### src/rtl/ctrl_pkg.sv
// ----------------------------------------------------------------------------
// ctrl_pkg
// Shared definitions for the multi-cycle sequencer: opcode values carried in
// IR[15:14], the FSM state encoding (3-bit binary) and the bundle of
// opcode-dependent datapath selects produced by opcode_decode.
// ----------------------------------------------------------------------------
package ctrl_pkg;

   // Opcode field values
   localparam logic [1:0] OP_RTYPE = 2'b00;
   localparam logic [1:0] OP_ADDI  = 2'b01;
   localparam logic [1:0] OP_LW    = 2'b10;
   localparam logic [1:0] OP_SW    = 2'b11;

   // Sequencer states
   localparam logic [2:0] ST_FETCH  = 3'd0;
   localparam logic [2:0] ST_DECODE = 3'd1;
   localparam logic [2:0] ST_EXEC   = 3'd2;
   localparam logic [2:0] ST_MEM    = 3'd3;
   localparam logic [2:0] ST_WB     = 3'd4;
   localparam logic [2:0] ST_ERROR  = 3'd5;

   // Opcode-dependent datapath selects
   typedef struct packed {
      logic reg_dst;     // 1: write rd, 0: write rt
      logic alu_src;     // 1: ALU B = sign-extended immediate
      logic mem_to_reg;  // 1: writeback data from memory
      logic alu_op;      // 1: funct/add per opcode, 0: address add
   } dec_ctrl_t;

   // Loads and stores both carry opcode bit 1 and need a MEM step
   function automatic logic is_mem_op(input logic [1:0] op);
      return op[1];
   endfunction

endpackage

### src/rtl/opcode_decode.sv
// ----------------------------------------------------------------------------
// opcode_decode
// Pure combinational translation of the latched opcode into the datapath
// selects that depend only on the instruction type.
// Ports:
//   i_op   in  2   latched opcode (op_q)
//   o_dec  out 4   {reg_dst, alu_src, mem_to_reg, alu_op}
// ----------------------------------------------------------------------------
module opcode_decode
   import ctrl_pkg::*;
(
   input  logic [1:0] i_op,
   output dec_ctrl_t  o_dec
);

   always_comb begin
      o_dec            = '0;
      o_dec.reg_dst    = (i_op == OP_RTYPE);
      o_dec.alu_src    = (i_op != OP_RTYPE);
      o_dec.mem_to_reg = (i_op == OP_LW);
      o_dec.alu_op     = ~i_op[1];
   end

endmodule

### src/rtl/multicycle_control.sv
// ----------------------------------------------------------------------------
// multicycle_control
// Multi-cycle sequencer for the 2-bit-opcode datapath (R-type, ADDI, LW, SW)
// sharing one memory port between instruction fetch and data access. Steps
// each instruction through FETCH/DECODE/EXEC/MEM/WB, stretches FETCH and MEM
// while the memory is not ready, and traps to a sticky ERROR state when an
// access waits too long.
// Ports:
//   i_clk          in   1      clock, rising edge
//   i_rst          in   1      asynchronous active-high reset
//   i_opcode       in   2      IR[15:14], sampled at the end of DECODE
//   i_mem_ready    in   1      memory completes the current access
//   i_hold         in   1      idle in FETCH before a fetch is issued
//   o_pc_write     out  1      PC <= PC+2
//   o_ir_write     out  1      IR <= memory read data
//   o_iord         out  1      0: address = PC, 1: address = ALU result
//   o_reg_dst      out  1      1: write rd, 0: write rt
//   o_alu_src      out  1      1: ALU B = immediate
//   o_mem_to_reg   out  1      1: writeback from memory
//   o_reg_write    out  1      register file write enable
//   o_mem_read     out  1      memory read request
//   o_mem_write    out  1      memory write request
//   o_alu_op       out  1      1: funct/add per opcode, 0: address add
//   o_busy         out  1      0 only when idling in FETCH on hold
//   o_error        out  1      sticky memory timeout flag
//   o_instr_count  out  CNT_W  retired instructions (wraps)
// ----------------------------------------------------------------------------
module multicycle_control
   import ctrl_pkg::*;
#(
   parameter int MEM_TIMEOUT = 15,
   parameter int CNT_W       = 16
)(
   input  logic             i_clk,
   input  logic             i_rst,
   input  logic [1:0]       i_opcode,
   input  logic             i_mem_ready,
   input  logic             i_hold,
   output logic             o_pc_write,
   output logic             o_ir_write,
   output logic             o_iord,
   output logic             o_reg_dst,
   output logic             o_alu_src,
   output logic             o_mem_to_reg,
   output logic             o_reg_write,
   output logic             o_mem_read,
   output logic             o_mem_write,
   output logic             o_alu_op,
   output logic             o_busy,
   output logic             o_error,
   output logic [CNT_W-1:0] o_instr_count
);

   // MEM_TIMEOUT is at most 255, so the last legal wait value fits in 8 bits
   localparam int               WAIT_W    = 8;
   localparam logic [WAIT_W-1:0] WAIT_LAST = WAIT_W'(MEM_TIMEOUT - 1);

   logic [2:0]        r_state;
   logic [2:0]        w_state_next;
   logic [1:0]        r_op;
   logic [WAIT_W-1:0] r_wait_cnt;
   logic              r_fetch_pend;
   logic [CNT_W-1:0]  r_instr_count;

   dec_ctrl_t w_dec;

   logic w_in_fetch;
   logic w_in_mem;
   logic w_fetch_req;
   logic w_req;
   logic w_done;
   logic w_timeout;
   logic w_retire;

   logic w_pc_write;
   logic w_ir_write;
   logic w_iord;
   logic w_reg_dst;
   logic w_alu_src;
   logic w_mem_to_reg;
   logic w_reg_write;
   logic w_mem_read;
   logic w_mem_write;
   logic w_alu_op;
   logic w_busy;
   logic w_error;

   opcode_decode u_opcode_decode (
      .i_op  (r_op),
      .o_dec (w_dec)
   );

   assign w_in_fetch = (r_state == ST_FETCH);
   assign w_in_mem   = (r_state == ST_MEM);

   // Once a fetch has been issued it stays issued until the memory answers,
   // whatever Hold does in the meantime.
   assign w_fetch_req = w_in_fetch & (~i_hold | r_fetch_pend);
   assign w_req       = w_fetch_req | w_in_mem;
   assign w_done      = w_req & i_mem_ready;

   // A ready on the limit cycle completes the access instead of trapping.
   assign w_timeout   = w_req & ~i_mem_ready & (r_wait_cnt == WAIT_LAST);

   // Stores retire on memory completion, everything else at writeback.
   assign w_retire    = (r_state == ST_WB) |
                        (w_in_mem & i_mem_ready & (r_op == OP_SW));

   // ------------------------------------------------------------------
   // Next-state logic
   // ------------------------------------------------------------------
   always_comb begin
      w_state_next = r_state;
      case (r_state)
         ST_FETCH: begin
            if (w_timeout)
               w_state_next = ST_ERROR;
            else if (w_done)
               w_state_next = ST_DECODE;
         end
         ST_DECODE: w_state_next = ST_EXEC;
         ST_EXEC: begin
            if (is_mem_op(r_op))
               w_state_next = ST_MEM;
            else
               w_state_next = ST_WB;
         end
         ST_MEM: begin
            if (w_timeout)
               w_state_next = ST_ERROR;
            else if (w_done)
               w_state_next = (r_op == OP_SW) ? ST_FETCH : ST_WB;
         end
         ST_WB:    w_state_next = ST_FETCH;
         ST_ERROR: w_state_next = ST_ERROR;
         default:  w_state_next = ST_FETCH;
      endcase
   end

   // ------------------------------------------------------------------
   // State, latched opcode, wait counter, retire counter
   // ------------------------------------------------------------------
   always_ff @(posedge i_clk or posedge i_rst) begin
      if (i_rst) begin
         r_state       <= ST_FETCH;
         r_op          <= OP_RTYPE;
         r_wait_cnt    <= '0;
         r_fetch_pend  <= 1'b0;
         r_instr_count <= '0;
      end else begin
         r_state <= w_state_next;

         if (r_state == ST_DECODE)
            r_op <= i_opcode;

         // Any state change clears the counter, which covers entry into
         // FETCH and MEM; completion clears it too.
         if ((w_state_next != r_state) || w_done)
            r_wait_cnt <= '0;
         else if (w_req)
            r_wait_cnt <= r_wait_cnt + 1'b1;

         r_fetch_pend <= w_fetch_req & ~i_mem_ready &
                         (w_state_next == ST_FETCH);

         if (w_retire)
            r_instr_count <= r_instr_count + 1'b1;
      end
   end

   // ------------------------------------------------------------------
   // Output decode: from state and latched opcode; only the fetch
   // write-enables look at MemReady.
   // ------------------------------------------------------------------
   always_comb begin
      w_pc_write   = 1'b0;
      w_ir_write   = 1'b0;
      w_iord       = 1'b0;
      w_reg_dst    = 1'b0;
      w_alu_src    = 1'b0;
      w_mem_to_reg = 1'b0;
      w_reg_write  = 1'b0;
      w_mem_read   = 1'b0;
      w_mem_write  = 1'b0;
      w_alu_op     = 1'b0;
      w_busy       = 1'b1;
      w_error      = 1'b0;
      case (r_state)
         ST_FETCH: begin
            w_busy     = w_fetch_req;
            w_mem_read = w_fetch_req;
            w_ir_write = w_done;
            w_pc_write = w_done;
         end
         ST_EXEC: begin
            w_alu_src = w_dec.alu_src;
            w_alu_op  = w_dec.alu_op;
         end
         ST_MEM: begin
            w_iord      = 1'b1;
            w_alu_src   = 1'b1;
            w_mem_read  = (r_op == OP_LW);
            w_mem_write = (r_op == OP_SW);
         end
         ST_WB: begin
            w_reg_write  = 1'b1;
            w_reg_dst    = w_dec.reg_dst;
            w_mem_to_reg = w_dec.mem_to_reg;
            // ALU operand selects are kept from EXEC so the ALU result
            // feeding the register file stays stable during the write.
            w_alu_src    = w_dec.alu_src;
            w_alu_op     = w_dec.alu_op;
         end
         ST_ERROR: begin
            w_error = 1'b1;
         end
         default: ;
      endcase
   end

   // Reset forces every output low immediately, even mid-access.
   assign o_pc_write    = w_pc_write   & ~i_rst;
   assign o_ir_write    = w_ir_write   & ~i_rst;
   assign o_iord        = w_iord       & ~i_rst;
   assign o_reg_dst     = w_reg_dst    & ~i_rst;
   assign o_alu_src     = w_alu_src    & ~i_rst;
   assign o_mem_to_reg  = w_mem_to_reg & ~i_rst;
   assign o_reg_write   = w_reg_write  & ~i_rst;
   assign o_mem_read    = w_mem_read   & ~i_rst;
   assign o_mem_write   = w_mem_write  & ~i_rst;
   assign o_alu_op      = w_alu_op     & ~i_rst;
   assign o_busy        = w_busy       & ~i_rst;
   assign o_error       = w_error      & ~i_rst;
   assign o_instr_count = r_instr_count & {CNT_W{~i_rst}};

endmodule
### config.mk
export PLATFORM = sky130hd
export DESIGN_NAME = multicycle_control
export DESIGN_NICKNAME = d
export VERILOG_FILES = /design/src/rtl/ctrl_pkg.sv /design/src/rtl/opcode_decode.sv /design/src/rtl/multicycle_control.sv
export SDC_FILE = /design/constraint.sdc
export NUM_CORES = 1
export LEC_CHECK = 0
export ABC_AREA = 1
export BUFFER_PORTS_ARGS = -buffer_cell sky130_fd_sc_hd__buf_2
export CAP_MARGIN = 20
export CORE_MARGIN = 4
export CORE_UTILIZATION = 35
export DETAILED_ROUTE_END_ITERATION = 10
export HOLD_SLACK_MARGIN = 0.12
export PLACE_DENSITY = 0.64
export SLEW_MARGIN = 10
export SYNTH_ARGS = -nofsm -noshare
export SYNTH_HDL_FRONTEND = slang
export SYNTH_SLANG_ARGS = --single-unit
### constraint.sdc
create_clock -name i_clk -period 1.55 [get_ports i_clk]
set_input_delay 0 -clock i_clk [delete_from_list [all_inputs] [get_ports i_clk]]
set_output_delay 0 -clock i_clk [all_outputs]
set_load 0.01 [all_outputs]
==> reports/metrics.cfg <==
[outcome]
outcome = finished with violations
violations = negative setup slack

[job]
cap_violations = 0

[power]
seqPwrFrac = 0.302
ir_worst_vdd_mv = 0.634
swShare = 0.445
p_sw_w = 0.00171
static-leakage-power_nw = 1.34
comb_power_share = 0.546
design_power_total_w = 0.00383
power.density_mw_per_mm2 = 1430
pwr-share-clk = 0.152
p_int_w = 0.00213

[sta]
finClkSkew_ns = 0.00775
finalCritPeriodShare = 1.05
setup_tns_ns = -0.709
slew_headroom = 0.740
worstMarginPinSlew_ns = 0.390
min_period_ns = 1.63
worst_slack_ns = -0.0818
setup_viol = 11
hold_violations = 0
slew_viol_final = 0
max_freq_ghz = 0.613
grt_setup_unrepaired = true

[worst_setup_path]
path_class = flip-flop to flip-flop
crit_fanout = 8
crit_buf_inv = 3
critPathMaxStageDelay_ns = 0.39
cp.arrival_ns = 1.80
critPathLaunchType = flip-flop
critPathTopFamily = simple AND/OR/NAND/NOR gates
critPathCaptureType = flip-flop
cp.required_ns = 1.72
path_cells = inv_2, ha_4, inv_2, nor2_2, nand2_1, nor2_2, buf_4, nand2_2, nand2_2, nand2_2, nand3_2, nor2_4, nand2_4, nor2_1
cpMaxStageDelayCell = dfrtp_1
critPathMostFrequentCell = nand2_2

[global_route]
track_usage = 0.139
grt_max_degree = 31
overflow = 0
grt_first_pass_wirelength_um = 7110
antenna_found_initial = 0
grt_pass1_vias = 1634

[layout]
layout-drive-gt1-share = 0.387
diodes = 0
areaGrowthSynthToFinish_pct = 42.4
fin_nets = 327

[cts]
htree_levels = 2
cts_tree = built
clock_sinks = 30
root_buffer = clkbuf_8
cts_buffers = 5
insertion_delay_ns = 0.28
path_clk_slew_ns = 0.07
clock_path_buffers = 2

[route]
wl_per_cell_um = 12.3
drc = 0
dr_total_vias = 1782
first_pass_iters = 4
routed_wl_um = 4780
dr.first_iter.drc_count = 92
postRouteAntennaNets = 0
avgViaCountPerCell = 4.59

[floorplan]
initial_core_util = 0.364
io_pins = 34
die_y_um = 81.3
rows = 26
fp.coreArea_sq_mm = 0.00517
die_w_um = 81.3
dieArea_sq_mm = 0.00661

[synth]
async_flop_share = 1.00
synth_cells = 252
ys_seq_area_frac = 0.399
synth_edf_count = 0
syn_nets = 261
synth_area_leaders = dfrtp_1 (40%), nand2_1 (11%), nor2_1 (8.8%)
ys.flop_type = dfrtp_1
yosysMostFrequentCell = nand2_1
ys_ff_latch = 30
ys_top_cells_by_count = nand2_1 (55), nor2_1 (44), inv_1 (37)
syn_avg_cell_area_sq_um = 7.47
synth.distinct_cells = 29
netlist_area_sq_mm = 0.00188
yosysTopAreaCell = dfrtp_1
synth_top_area_share = 0.399
yosys_warnings = 0

[place]
gp_congestion = 0.837
dp_hpwl_um = 3080
numPortBuffers = 33

[hold_path]
hold_class = input port to flip-flop

## per-layer routing
layer	vias up	GRT usage	share of wire
met4	0	0.0389	0.0082
met5	-	0	0
met3	5	0.0421	0.041
li1	911	-	-
met1	836	0.172	0.45
met2	30	0.231	0.50
## per-stage QoR
step | std cells | area (sq um) | hold slack (ns) | utilization | worst slack [ns]
2_1_floorplan | 252 | 1880 | 0.0717 | - | 0.00347
3_3_place_gp | 360 | 2180 | 0.246 | 0.421 | -0.0328
3_5_place_dp | 360 | 2180 | 0.244 | 0.421 | -0.0607
4_1_cts | 377 | 2400 | 0.496 | 0.463 | -0.0133
5_1_grt | 388 | 2680 | 0.507 | 0.518 | -0.191
6_report | 388 | 2680 | 0.505 | 0.518 | -0.0818
## worst min-delay path: cells and delay by family
family,cells,cell delay (ns)
and+or+nand+nor,1,0.03
buffers and inverters,2,0.61
AOI/OAI and AO/OA,1,0.10
## power groups by stage
stage	logic, W	clock network, W	registers (W)
after floorplan	0.000994	0	0.00107
after global placement	0.00132	0	0.00114
after detailed placement	0.00132	0	0.00114
after CTS	0.00154	0.000606	0.00112
after global routing	0.00229	0.000633	0.00117
final	0.00209	0.000584	0.00116
## state kept, by name (all words and copies together) (netlist names)
signal         flops
r_instr_count     16
r_op               2
r_state            3
r_wait_cnt         8
r_fetch_pend       1
## timing repair
action / in CTS / in global routing
hold buffers: 5 / 0
pin swaps: 5 / 18
endpoints found under the hold margin: 33 / 0
setup buffers: 5 / 11
gates resized for setup: 14 / 50
gates cloned: 0 / 0
setup endpoints to repair: 13 / 23
## area by class of cell
class / instances / area, sq um
clock buffer: 5 / 68.8
timing repair buffer: 66 / 468
tap: 70 / 87.6
sequential: 30 / 757
multi-input combinational: 176 / 1130
inverter: 39 / 161
clock inverter: 2 / 10.0
fill: 480 / 2490
## kinds of logic after synthesis
family / Yosys count / share of synthesized area
AND/OR/NAND/NOR: 140 / 0.347
flip-flops: 30 / 0.399
buffers and inverters: 46 / 0.104
AO/OA/AOI/OAI: 13 / 0.0372
XOR/XNOR: 20 / 0.0931
adder cells (fa/ha/maj): 3 / 0.0199
## worst paths after layout
check	start	to	slack (ns)	cells after the start
setup / recovery	r_wait_cnt[0]$_DFFE_PP0P_	r_wait_cnt[6]$_DFFE_PP0P_	-0.08	14
setup reg to reg	r_wait_cnt[0]$_DFFE_PP0P_	r_wait_cnt[6]$_DFFE_PP0P_	-0.08	14
max in group asynchronous	i_rst	r_state[2]$_DFF_PP0_	0.62	4
hold reg to reg	r_instr_count[10]$_DFFE_PP0P_	r_instr_count[10]$_DFFE_PP0P_	0.52	1
hold / removal	i_opcode[0]	r_op[0]$_DFFE_PP0P_	0.50	4
min in group asynchronous	i_rst	r_op[1]$_DFFE_PP0P_	0.62	4
## cell usage in the layout (no fill, tap or decap), types with 3 or more instances in the layout
cell           netlist  final
nand2_1             55     47
inv_2                2      5
nand2_2              3      7
dfrtp_1             30     25
nor3_2               4      4
nor3_1              12     11
xor2_1              18     18
buf_2                0     32
o21ai_0              6      6
clkbuf_8             0      5
nor2_2               5      7
buf_4                2     23
nor2_4               1      7
dfrtp_2              0      5
nor2_1              44     36
dlygate4sd3_1        0      5
nand2_4              1      3
nand3_1              8      6
inv_1               37     31
(Power assumes the default switching activity.)
